### config.mk
export PLATFORM = sky130hd
export DESIGN_NAME = enc_8_3_serial
export DESIGN_NICKNAME = d
export VERILOG_FILES = /design/src/rtl/enc_pkg.sv /design/src/rtl/prio_enc_8_3.sv /design/src/rtl/enc_8_3_serial.sv
export SDC_FILE = /design/constraint.sdc
export NUM_CORES = 1
export LEC_CHECK = 0
export CORE_MARGIN = 1
export CORE_UTILIZATION = 40
export CTS_BUF_LIST = sky130_fd_sc_hd__clkbuf_2 sky130_fd_sc_hd__clkbuf_4 sky130_fd_sc_hd__clkbuf_8
export CTS_CLUSTER_SIZE = 30
export DETAILED_ROUTE_END_ITERATION = 16
export GPL_ROUTABILITY_DRIVEN = 0
export PLACE_DENSITY = 0.69
export SYNTH_ARGS = -nofsm -noshare
export SYNTH_HDL_FRONTEND = slang
export SYNTH_SLANG_ARGS = --single-unit
### constraint.sdc
create_clock -name clk -period 2.3 [get_ports clk]
set_input_delay 0.345 -clock clk [delete_from_list [all_inputs] [get_ports clk]]
set_output_delay 0.345 -clock clk [all_outputs]
set_load 0.03 [all_outputs]
### src/rtl/enc_pkg.sv
// Shared types and widths for the serial 8-to-3 encoder.
package enc_pkg;

  localparam int IN_W  = 8;
  localparam int IDX_W = 3;

  typedef enum logic [0:0] {
    IDLE = 1'b0,
    EMIT = 1'b1
  } state_t;

endpackage

### src/rtl/prio_enc_8_3.sv
// Combinational priority encoder; LSB_FIRST picks lowest (1) or highest (0) set bit.
module prio_enc_8_3
  import enc_pkg::*;
#(
  parameter bit LSB_FIRST = 1'b1
) (
  input  logic [IN_W-1:0]  vec,
  output logic [IDX_W-1:0] idx,
  output logic             any
);

  // The last assignment in scan order wins, so scan away from the preferred end.
  always_comb begin
    idx = '0;
    if (LSB_FIRST) begin
      for (int i = IN_W - 1; i >= 0; i--) begin
        if (vec[i]) idx = IDX_W'(i);
      end
    end else begin
      for (int i = 0; i < IN_W; i++) begin
        if (vec[i]) idx = IDX_W'(i);
      end
    end
  end

  assign any = |vec;

endmodule

### src/rtl/enc_8_3_serial.sv
// Serialises a multi-hot 8-bit vector into one 3-bit index per set bit.
// Optional ENC_8_3_SERIAL_ZERO_EN: an all-zero vector emits one flagged beat on port zero.
//
// state | meaning
// IDLE  | waiting for a vector, in_ready high
// EMIT  | presenting indices from the pending register, out_valid high
module enc_8_3_serial
  import enc_pkg::*;
#(
  parameter bit LSB_FIRST = 1'b1
) (
  input  logic             clk,
  input  logic             rst_n,
  input  logic             en,
  input  logic             in_valid,
  output logic             in_ready,
  input  logic [IN_W-1:0]  d,
  output logic             out_valid,
  input  logic             out_ready,
  output logic [IDX_W-1:0] y,
`ifdef ENC_8_3_SERIAL_ZERO_EN
  output logic             zero,
`endif
  output logic             last
);

  state_t           state;
  logic [IN_W-1:0]  pending;
  logic [IDX_W-1:0] idx;
  logic             any;
  logic             one_left;
  logic             accept;
  logic             take;

  prio_enc_8_3 #(.LSB_FIRST(LSB_FIRST)) u_prio (
    .vec (pending),
    .idx (idx),
    .any (any)
  );

  assign out_valid = (state == EMIT);
  assign in_ready  = rst_n && (state == IDLE);
  assign y         = idx;
  assign one_left  = any && ((pending & (pending - IN_W'(1))) == '0);
  assign accept    = en && in_valid && in_ready;
  assign take      = en && out_valid && out_ready;

`ifdef ENC_8_3_SERIAL_ZERO_EN
  logic zero_q;

  assign last = out_valid && (one_left || zero_q);
  assign zero = out_valid && zero_q;

  always_ff @(posedge clk or negedge rst_n) begin
    if (!rst_n) begin
      state   <= IDLE;
      pending <= '0;
      zero_q  <= 1'b0;
    end else if (accept) begin
      pending <= d;
      state   <= EMIT;
      zero_q  <= (d == '0);
    end else if (take) begin
      pending <= pending & ~(IN_W'(1) << idx);
      if (last) begin
        state  <= IDLE;
        zero_q <= 1'b0;
      end
    end
  end
`else
  assign last = out_valid && one_left;

  // A zero vector is loaded but never leaves IDLE, so it is consumed silently.
  always_ff @(posedge clk or negedge rst_n) begin
    if (!rst_n) begin
      state   <= IDLE;
      pending <= '0;
    end else if (accept) begin
      pending <= d;
      if (d != '0) state <= EMIT;
    end else if (take) begin
      pending <= pending & ~(IN_W'(1) << idx);
      if (last) state <= IDLE;
    end
  end
`endif

endmodule

==> impl_metrics.py <==
metrics = {
    "clock_network": {
        "cts_root_buffer": "clkbuf_4",
        "h-tree-depth": 1,
        "hold_buffers": 0,
        "cts.sinks": 9,
        "clock_latency_ps": 260,
        "clock_path_buffers": 2,
        "cts_tree": "done",
        "numCtsBuffers": 3,
        "path_clk_slew_ps": 70,
    },
    "synth": {
        "ys_types": 28,
        "syn_area_per_cell_um2": 8.13,
        "async_flop_share_pct": 100,
        "ys_top_cells_by_area": "dfrtp_1 (37%), nand2_1 (8.1%), nor2_1 (4.4%), buf_6 (3.7%), a21oi_1 (3.3%)",
        "synth_seq_cells": 9,
        "yosysTopAreaCell": "dfrtp_1",
        "syn-num-nets": 87,
        "netlist_area_um2": 602,
        "ys_seq_area_share_pct": 37.4,
        "yosysWarnings": 0,
        "synth_edf_count": 0,
        "synth_top_area_share_pct": 37.4,
        "syn_inst": 74,
        "synthFlopType": "dfrtp_1",
    },
    "timing": {
        "slew_viol_final": 0,
        "finalCriticalPeriod_ps": 2320,
        "finalWorstSetupSlack_ps": -18.7,
        "hold_viol_final": 0,
        "fin_crit_sh_pct": 101,
        "max_freq_mhz": 431,
        "setup_viol": 1,
        "grt_setup_unrepaired": "yes",
        "skew_ps": 1.55,
        "max_slew_margin_pct": 75.0,
        "tightest_slew_ps": 375,
    },
    "outcome": {
        "status": "complete, but fails checks",
        "violations": "negative setup slack",
    },
    "drt": {
        "wl_per_cell_um": 13.7,
        "drc": 0,
        "ant_nets": 0,
        "viasPerCell": 5.71,
        "vias": 651,
        "drt_iter0_markers": 17,
        "route.final.wire_length_um": 1560,
        "dr.pass1.iters": 4,
    },
    "critical_path": {
        "critical_path_class": "reg2out",
        "slowest_delay_ps": 620,
        "end_kind": "primary output",
        "start_kind": "register",
        "cp.arrival_ps": 1970,
        "worstPathRequired_ps": 1960,
        "cpLargestDelayFamily": "simple AND/OR/NAND/NOR gates",
        "cp_max_fo": 7,
        "critPathBufInv": 1,
        "crit_chain": "or4_4 > and3b_1 > o22ai_2 > nor2_2 > and2_4 > buf_6",
        "regToRegSetupSlack_ps": 420,
        "slowest_stage": "or4_4",
    },
    "power": {
        "p_seq_share_pct": 22.4,
        "powerDensity_nw_per_um2": 1610,
        "p_switching_uw": 679,
        "p_total_uw": 1440,
        "combPwrFrac_pct": 67.9,
        "power.internal_uw": 761,
        "clkPwrFrac_pct": 9.7,
        "swShare_pct": 47.2,
        "peakVddDrop_uv": 842,
        "p_leak_uw": 0.000394,
    },
    "global_routing": {
        "grt_pass1_wl_um": 2470,
        "antenna_found_initial": 0,
        "grt_max_degree": 12,
        "grt_pass1_vias": 582,
        "track_usage_pct": 23.9,
        "grt_overflow": 0,
    },
    "cells_and_area": {
        "final_cell_mix": "clkdlybuf4s50_1 (14), nand2_1 (13), dfrtp_1 (9), buf_4 (8), nor2_1 (5)",
        "syn2layout_area_growth_pct": 48.9,
        "multi_input_area_um2": 385,
        "nets": 113,
        "fill_cells": 128,
        "register_area_um2": 225,
        "drive_above_1_share_pct": 25.3,
        "final_common_cell": "clkdlybuf4s50_1",
        "antenna_cells": 0,
    },
    "floorplan": {
        "fp-row-count": 13,
        "dieArea_um2": 1660,
        "fp.dieW_um": 40.8,
        "io_pins": 19,
        "initial_core_util_pct": 44.6,
        "die_h_um": 40.8,
        "core_area_um2": 1350,
    },
    "hold_path": {
        "worstHoldPathType": "in2async",
    },
    "placement": {
        "dpl_worst_slack_ps": 136,
        "hpwl_um": 1190,
        "port_buffers": 18,
    },
    "flow_run": {
        "cap_violations": 0,
    },
}
==> synthesized netlist by cell type (2+ instances only) <==
library cell and instances:
buf_6 2, and3_1 2, o21ai_0 4, dfrtp_1 9
a21oi_1 4, nand3_1 3, a22o_1 2, nor2b_1 2
inv_1 2, nor2_1 7, nor4_1 3, clkbuf_1 2
nor3_1 2, o311ai_1 2, nand2_1 13, o21ai_1 3
==> worst register-to-register path, cell delays in order (launching register included) <==
cell and delay (ps):
dfrtp_1 380, or4_4 620, and3b_1 210, o22ai_2 150, nor2_2 70, buf_4 130, buf_4 120, a21oi_1 130
==> power groups by stage <==
stage	logic, µW	clock network, µW	registers (µW)
finish	977	140	323
global route	1060	151	338
CTS	889	142	308
detailed placement	827	0	304
global placement	816	0	303
floorplan	586	0	306
==> per-stage QoR <==
step	setup TNS (ps)	std cells	cell area, µm²	util (%)	hold WS, ps
after CTS	-37.0	113	856	63.4	385
after global routing	-108	114	896	66.4	400
after detailed placement	0	107	803	59.5	566
after global placement	0	107	803	59.5	556
final	-18.7	114	896	66.4	382
after floorplan	0	74	609	-	49.4
==> routing by layer <==
metal	global-route usage (%)	wire length, µm
met5	0	0
met4	15.0	27
met3	6.52	69
met2	37.5	731
met1	28.3	730
==> cell type report <==
cell class	instances	share of cell area [%]
inverter	2	0.838
timing repair buffer	25	25.6
clock buffer	4	3.35
sequential	9	25.1
tap	15	2.09
multi-input combinational	59	43.0
==> repair_timing <==
item	4_1_cts	5_1_grt
pin swaps	2	1
buffers inserted	2	1
endpoints found under the setup margin	3	2
resized for setup	5	7
==> registers in the layout, summed over array words and instances, names as in the netlist <==
| register | cells |
|---|---|
| pending | 8 |
| out_valid | 1 |
==> path summary, 6_finish.rpt <==
kind,from,endpoint,cells past startpoint
max,pending[2],last,6
min,rst_n,out_valid,2
max reg2reg,pending[2],out_valid,7
min reg2reg,pending[7],pending[7],2
max in group asynchronous,rst_n,pending[0],2
min in group clk,pending[7],pending[7],2
==> cells by family after synthesis <==
family          count (synthesis)  synth area share (%)
simple gates                   36                  29.9
compound gates                 22                  24.7
flops                           9                  37.4
buf+inv                         6                  6.24
fa+ha+maj                       1                  1.66
Note: power is estimated with default switching activity, not from simulation.
